<file path="config.mk">
export PLATFORM = sky130hd
export DESIGN_NAME = chip8_mem_arbiter
export DESIGN_NICKNAME = d
export VERILOG_FILES = /design/src/rtl/chip8_mem_arbiter.sv
export SDC_FILE = /design/constraint.sdc
export NUM_CORES = 1
export LEC_CHECK = 0
export CAP_MARGIN = 20
export CORE_ASPECT_RATIO = 1.4
export CORE_UTILIZATION = 36
export DETAILED_ROUTE_END_ITERATION = 10
export GPL_ROUTABILITY_DRIVEN = 0
export PLACE_DENSITY = 0.76
export RECOVER_POWER = 25
export SYNTH_ARGS = -nofsm -noshare
export SYNTH_HDL_FRONTEND = slang
export SYNTH_SLANG_ARGS = --single-unit
</file>
<file path="constraint.sdc">
create_clock -name clk -period 1.59 [get_ports clk]
set_input_delay 0.318 -clock clk [delete_from_list [all_inputs] [get_ports clk]]
set_output_delay 0.318 -clock clk [all_outputs]
set_load 0.02 [all_outputs]
</file>
<file path="src/rtl/chip8_mem_arbiter.sv">
// CPU/video arbiter for the 4096x8 CHIP-8 memory: fixed CPU priority with a video anti-starvation
// burst limit, registered memory command, and a two-stage read-return tag pipeline. Option: CHIP8_FONT_PROTECT_EN.
module chip8_mem_arbiter #(
  parameter int unsigned MAX_BURST = 4
) (
  input  logic        clk,
  input  logic        rst_n,
  input  logic        cpu_req,
  input  logic        cpu_we,
  input  logic [11:0] cpu_addr,
  input  logic [7:0]  cpu_wdata,
  output logic        cpu_gnt,
  output logic        cpu_rvalid,
  output logic [7:0]  cpu_rdata,
  input  logic        vid_req,
  input  logic        vid_we,
  input  logic [11:0] vid_addr,
  input  logic [7:0]  vid_wdata,
  output logic        vid_gnt,
  output logic        vid_rvalid,
  output logic [7:0]  vid_rdata,
  output logic        mem_read,
  output logic        mem_write,
  output logic [11:0] mem_address,
  output logic [7:0]  mem_data_in,
  input  logic [7:0]  mem_data_out,
  output logic        prot_err
);

  localparam logic [3:0] BURST_LIMIT = 4'(MAX_BURST);

  typedef enum logic [1:0] {
    OWN_NONE = 2'd0,
    OWN_CPU  = 2'd1,
    OWN_VID  = 2'd2
  } owner_t;

  owner_t      tag_s1, tag_s2, tag_s1_next;
  logic [3:0]  burst_cnt, burst_next;
  logic        burst_full;
  logic        cpu_take, vid_take, any_take;
  logic        sel_we, sel_blocked;
  logic [11:0] sel_addr;
  logic [7:0]  sel_wdata;
  logic [7:0]  cpu_rdata_q, vid_rdata_q;

  // Grants are gated by rst_n so they drop combinationally while reset is held.
  always_comb begin
    burst_full = (burst_cnt == BURST_LIMIT);
    cpu_take   = rst_n && cpu_req && !(vid_req && burst_full);
    vid_take   = rst_n && vid_req && !cpu_take;
    any_take   = cpu_take || vid_take;
  end

  assign cpu_gnt = cpu_take;
  assign vid_gnt = vid_take;

  always_comb begin
    sel_we    = cpu_we;
    sel_addr  = cpu_addr;
    sel_wdata = cpu_wdata;
    if (vid_take) begin
      sel_we    = vid_we;
      sel_addr  = vid_addr;
      sel_wdata = vid_wdata;
    end
  end

`ifdef CHIP8_FONT_PROTECT_EN
  assign sel_blocked = sel_we && (sel_addr[11:9] == 3'b000);
`else
  assign sel_blocked = 1'b0;
`endif

  always_comb begin
    burst_next = burst_cnt;
    if (!vid_req || vid_take) begin
      burst_next = '0;
    end else if (cpu_take && !burst_full) begin
      burst_next = burst_cnt + 4'd1;
    end
  end

  always_comb begin
    tag_s1_next = OWN_NONE;
    if (cpu_take && !cpu_we) begin
      tag_s1_next = OWN_CPU;
    end else if (vid_take && !vid_we) begin
      tag_s1_next = OWN_VID;
    end
  end

  always_ff @(posedge clk or negedge rst_n) begin
    if (!rst_n) begin
      burst_cnt   <= '0;
      mem_read    <= 1'b0;
      mem_write   <= 1'b0;
      mem_address <= '0;
      mem_data_in <= '0;
      tag_s1      <= OWN_NONE;
      tag_s2      <= OWN_NONE;
      cpu_rdata_q <= '0;
      vid_rdata_q <= '0;
    end else begin
      burst_cnt <= burst_next;
      mem_read  <= any_take && !sel_we;
      mem_write <= any_take && sel_we && !sel_blocked;
      if (any_take) begin
        mem_address <= sel_addr;
        mem_data_in <= sel_wdata;
      end
      tag_s1 <= tag_s1_next;
      tag_s2 <= tag_s1;
      if (tag_s2 == OWN_CPU) cpu_rdata_q <= mem_data_out;
      if (tag_s2 == OWN_VID) vid_rdata_q <= mem_data_out;
    end
  end

  // Return data comes straight from memory in the valid cycle, then is held from the capture register.
  assign cpu_rvalid = (tag_s2 == OWN_CPU);
  assign vid_rvalid = (tag_s2 == OWN_VID);
  assign cpu_rdata  = cpu_rvalid ? mem_data_out : cpu_rdata_q;
  assign vid_rdata  = vid_rvalid ? mem_data_out : vid_rdata_q;

`ifdef CHIP8_FONT_PROTECT_EN
  always_ff @(posedge clk or negedge rst_n) begin
    if (!rst_n) begin
      prot_err <= 1'b0;
    end else begin
      prot_err <= any_take && sel_blocked;
    end
  end
`else
  assign prot_err = 1'b0;
`endif

endmodule

</file>
# Yosys cells after proc, flatten, opt, wreduce, memory -nomap -nowiden
# Cells that the tools add are included.
# Widths: inputs -> output; s select.
# classes
addsub	1
eq_ne	3
mux	9
n_reduce_logical	20
# op_table
op	n
$mux 8	3
$mux 12	1
$logic_and 1x1->1	10
$mux 4	2
$logic_not 1->1	7
$add 4x1->4 const B	1
$eq 4x3->1 const B	1
$mux 2	2
$eq 2x1->1 const B	1
$eq 2x2->1 const B	1
$logic_or 1x1->1	2
$reduce_bool 2->1	1
$mux 1	1
# totals
output_inout_bits	43
in_bits	54
ff_bits	46
elab_cells	42

# Longest topological paths before layout
# depth
depth_word	9
mapped_depth	6
depth_no_buf	5

# Worst setup path after synthesis
# OpenSTA, ideal clock, no wires.
# synth_timing
kind	reg2out
start	register burst_cnt[0]
end	output port vid_gnt
required_time_ps	1272
path_buffers	1
path_stages_with_launch	6
arrival_time_ps	1209
setup_slack_ps	63
path_cell_list	dfrtp_1 > inv_1 > ha_1 > nand3b_2 > a21oi_4 > buf_6
# synth_between
elab_chain_len	6
# synth_rtl
element	line_no	rtl
from (decl)	39	logic [3:0] burst_cnt, burst_next;
from (signal assigned)	105	burst_cnt <= burst_next;
$eq 4x3->1	49	burst_full = (burst_cnt == BURST_LIMIT);
$logic_and 1x1->1	50	cpu_take = rst_n && cpu_req && !(vid_req && burst_full);
$logic_not 1->1	50	
$logic_and 1x1->1	50	
$logic_not 1->1	51	vid_take = rst_n && vid_req && !cpu_take;
$logic_and 1x1->1	51	
to (decl)	19	output logic vid_gnt,
# Every way passes these cells.

# Final worst setup path
# layout_timing
start	register tag_s2[0]
end	output port vid_rdata[0]
# layout_between
elab_chain_len	2
# layout_rtl
element	line_no	rtl
from (decl)	38	owner_t tag_s1, tag_s2, tag_s1_next;
from (signal assigned)	113	tag_s2 <= tag_s1;
$eq 2x2->1	121	assign vid_rvalid = (tag_s2 == OWN_VID);
$mux 8	123	assign vid_rdata = vid_rvalid ? mem_data_out : vid_rdata_q;
to (decl)	21	output logic [7:0] vid_rdata,
# Every way passes these cells.

==> results.md <==
* Slew Viols, Final at 0
* CP Data Arrival Time at 1.48 ns
* Yosys reg bits at 46
* Largest net degree at the start of global routing at 28
* Gate power share at 33.1%
* Number of H-tree levels at 2
* Share of layout cells above drive strength 1 at between 20% and 30%
* Vias/cell at 4.83
* Post-route setup TNS at -3.24 ns
* Worst Path Required at roughly 1.3 ns
* PortBufs at between 90 and 100
* I/O pin cnt at between 90 and 100
* Peak VDD IR at between 500 and 600 uV
* Root buffer cell: clkbuf_8
* Worst min path class: in2async
* Tmin final at 1.80 ns
* Sequential power share at 43.9%
* Synth top area share at 58.6%
* Max FO, Critical Path at 6
* # rows at 31
* Internal Power at approximately 2.2 mW
* Placed cell area at approximately 0.0031 sq mm
* Slew @ Worst Pin at 0.675 ns
* Post-synthesis sequential area ratio at 58.6%
* Switching power at about 940 uW
* Netlist Area Pre-Place at 0.00196 sq mm
* DRC Markers at 0
* Power Dens Cells at slightly below 1000 mW/mm^2
* Reg2reg end: mem_data_in[1]
* Register Area at 0.00115 sq mm
* Clock share of power at 22.9%
* Die W at 64.4 um
* Layout Nets at 318
* CP Class: reg2out
* Pleak at 1.62 nW
* Worst Skew at about 0.013 ns
* Max Buffers Root-to-Sink at 2
* Setup WS post-layout at -0.213 ns
* Crit share post-route at 113%
* Worst relative slew slack at 55.0%
* Count of non-filler cells in the finished layout at 329
* Worst setup path startpoint: tag_s2[0]
* WL final at 5010 um
* Outcome: finished with violations
* Clock tree sinks at 46
* Violated checks: negative setup slack
* Die height at 89.4 um
* Setup WS pre-CTS at -0.485 ns
* Reg-to-Reg Start: burst_cnt[0]
* R2R depth at 6
* Maxcap violations at 0
* FFs w/ async S/R, synth at 100%
* Filler instances at 442
* Design Area, Final at ~0.0033 sq mm
* Largest area contributor in the netlist: dfrtp_1
* Area Overhead vs Synth at 67.2%
* Synth unique cells at 26
* Peak Freq at 0.555 GHz
* Antenna violations before repair at 0
* CTS buffer count at 5
* Final setup vio count at 18
* GRT Total Usage at 18.7%
* Clock transition at path regs at 0.10 ns
* First-pass GRT wire length at 8160 um
* Main synth FF type: dfrtp_1
* Multi-input gate area at roughly 800 sq um
* Die area at just under 0.006 sq mm
* Wire length per cell at 15.2 um
* Post-synth EDFFs at 0
* Post-Syn Nets at around 200
* Final Power at 3.17 mW
* Vias after detailed routing at 1590
* CTS tree: built
* Top post-synthesis cells by area: dfrtp_1, a221o_1, mux2_2, and2_1, buf_6
* RSZ-0062 raised after global routing: yes
* Startpoint types: register
* Clk_lat worst skew at 0.30 ns
* Detail Placement HPWL at 3680 um
* Drt first pass iters at 4
* Post-route antenna net violation count at 0
* Sw frac at 29.8%
* Syn avg cell area at 13.5 sq um
* Vias in the first global route at 1725
* CP Capture Type: output pin
* Syn Inst Count at 145
* Syn. warnings at 0
* Starting Density at 37.8%
* Core Area at 0.00520 sq mm
* Fin. Hold Viols at 0
* Detailed Route Iter0 Violations at 33
* Post-Place Cells at 317
* Antenna cells at 0
* Flop2flop setup slack at 0.06 ns
* Grt total ovfl at 0
## per-layer routing
metal	track usage, %	up-vias	part of all wire [%]
li1	-	754	-
met1	21.9	766	41
met2	33.1	64	52
met3	5.10	6	5.9
met4	6.26	0	1.2
met5	0	-	0
## worst max-delay path by stage
stage	to	slack, ns	depth (start not counted)
2_1_floorplan	vid_gnt	0.06	5
3_3_place_gp	cpu_gnt	-0.49	4
3_5_place_dp	cpu_gnt	-0.48	4
5_1_grt	cpu_rdata[3]	-0.27	4
4_1_cts	vid_rdata[4]	-0.23	4
6_report	vid_rdata[0]	-0.21	4
## per-stage QoR
stage	hold slack (ns)	utilization (%)
after floorplan	0.0224	-
after global placement	0.294	59.1
after detailed placement	0.288	59.1
after global routing	0.118	63.2
after CTS	0.0142	61.5
final	0.106	63.2
## layout make-up
| class | count | area share (%) |
|---|---|---|
| clock buffers | 5 | 2.10 |
| clock inverters | 3 | 0.762 |
| inverters | 6 | 0.686 |
| multi-input cells | 84 | 24.2 |
| flip-flops and latches | 46 | 35.0 |
| well taps | 66 | 2.51 |
| repair buffers | 119 | 34.7 |
## power by group through the flow
stage          registers, mW  logic (mW)  clock network [mW]
6_report                1.39        1.05               0.726
5_1_grt                 1.41        1.12               0.800
4_1_cts                 1.39        1.02               0.755
3_5_place_dp            1.41        1.02                   0
3_3_place_gp            1.40        1.00                   0
2_1_floorplan           1.49       0.385                   0
## logic make-up (layout without fill, tap and decap cells)
| kind of cell | after synthesis | after routing | synth area share [%] |
|---|---|---|---|
| AND/OR/NAND/NOR | 34 | 34 | 10.4 |
| XOR/XNOR | 1 | 1 | 0.446 |
| other | 1 | 1 | 0.191 |
| adder cells (fa/ha/maj) | 2 | 2 | 1.27 |
| buffers and inverters | 15 | 133 | 4.71 |
| flip-flops | 46 | 46 | 58.6 |
| multiplexers | 16 | 16 | 9.17 |
| AO/OA/AOI/OAI | 30 | 30 | 15.2 |
## worst max-delay path, stage by stage (launching register included)
cell	delay (ns)
dfrtp_1	0.40
nor2b_2	0.17
buf_6	0.16
mux2_4	0.32
buf_6	0.13
## synthesized netlist by cell type (2+ instances only)
cell	n
a221o_1	20
a22o_1	2
and2_1	22
buf_2	2
buf_6	4
clkbuf_1	2
dfrtp_1	46
ha_1	2
inv_1	6
mux2_2	16
nand2_1	5
nand2b_1	2
nor2b_1	2
o21ai_0	2
## timing repair
item | 4_1_cts | 5_1_grt
setup endpoints to repair | 33 | 29
hold endpoints to repair | 6 | 0
buffers inserted | 1 | 2
resized for setup | 125 | 31
hold buffers | 1 | 0
pin swaps | 2 | 2
## flip-flops by register name, summed over array words and instances (netlist names)
name	count
burst_cnt	4
mem_read	1
vid_rdata_q	8
mem_data_in	8
cpu_rdata_q	8
mem_write	1
tag_s1	2
tag_s2	2
mem_address	12
## cells in the final DEF, fill, tap and decap left out, types with 2 or more instances in the layout
cell type / count
dfrtp_1: 46
a221o_1: 20
mux2_4: 13
clkbuf_8: 5
inv_1: 4
o21ai_0: 2
buf_6: 16
clkdlybuf4s50_1: 51
clkbuf_2: 2
buf_4: 24
mux2_2: 3
and2_1: 22
nand2b_1: 2
inv_2: 2
dlymetal6s2s_1: 10
a22o_1: 2
nand2_1: 4
dlygate4sd2_1: 13
No activity file was read; power rests on OpenSTA's default activity.
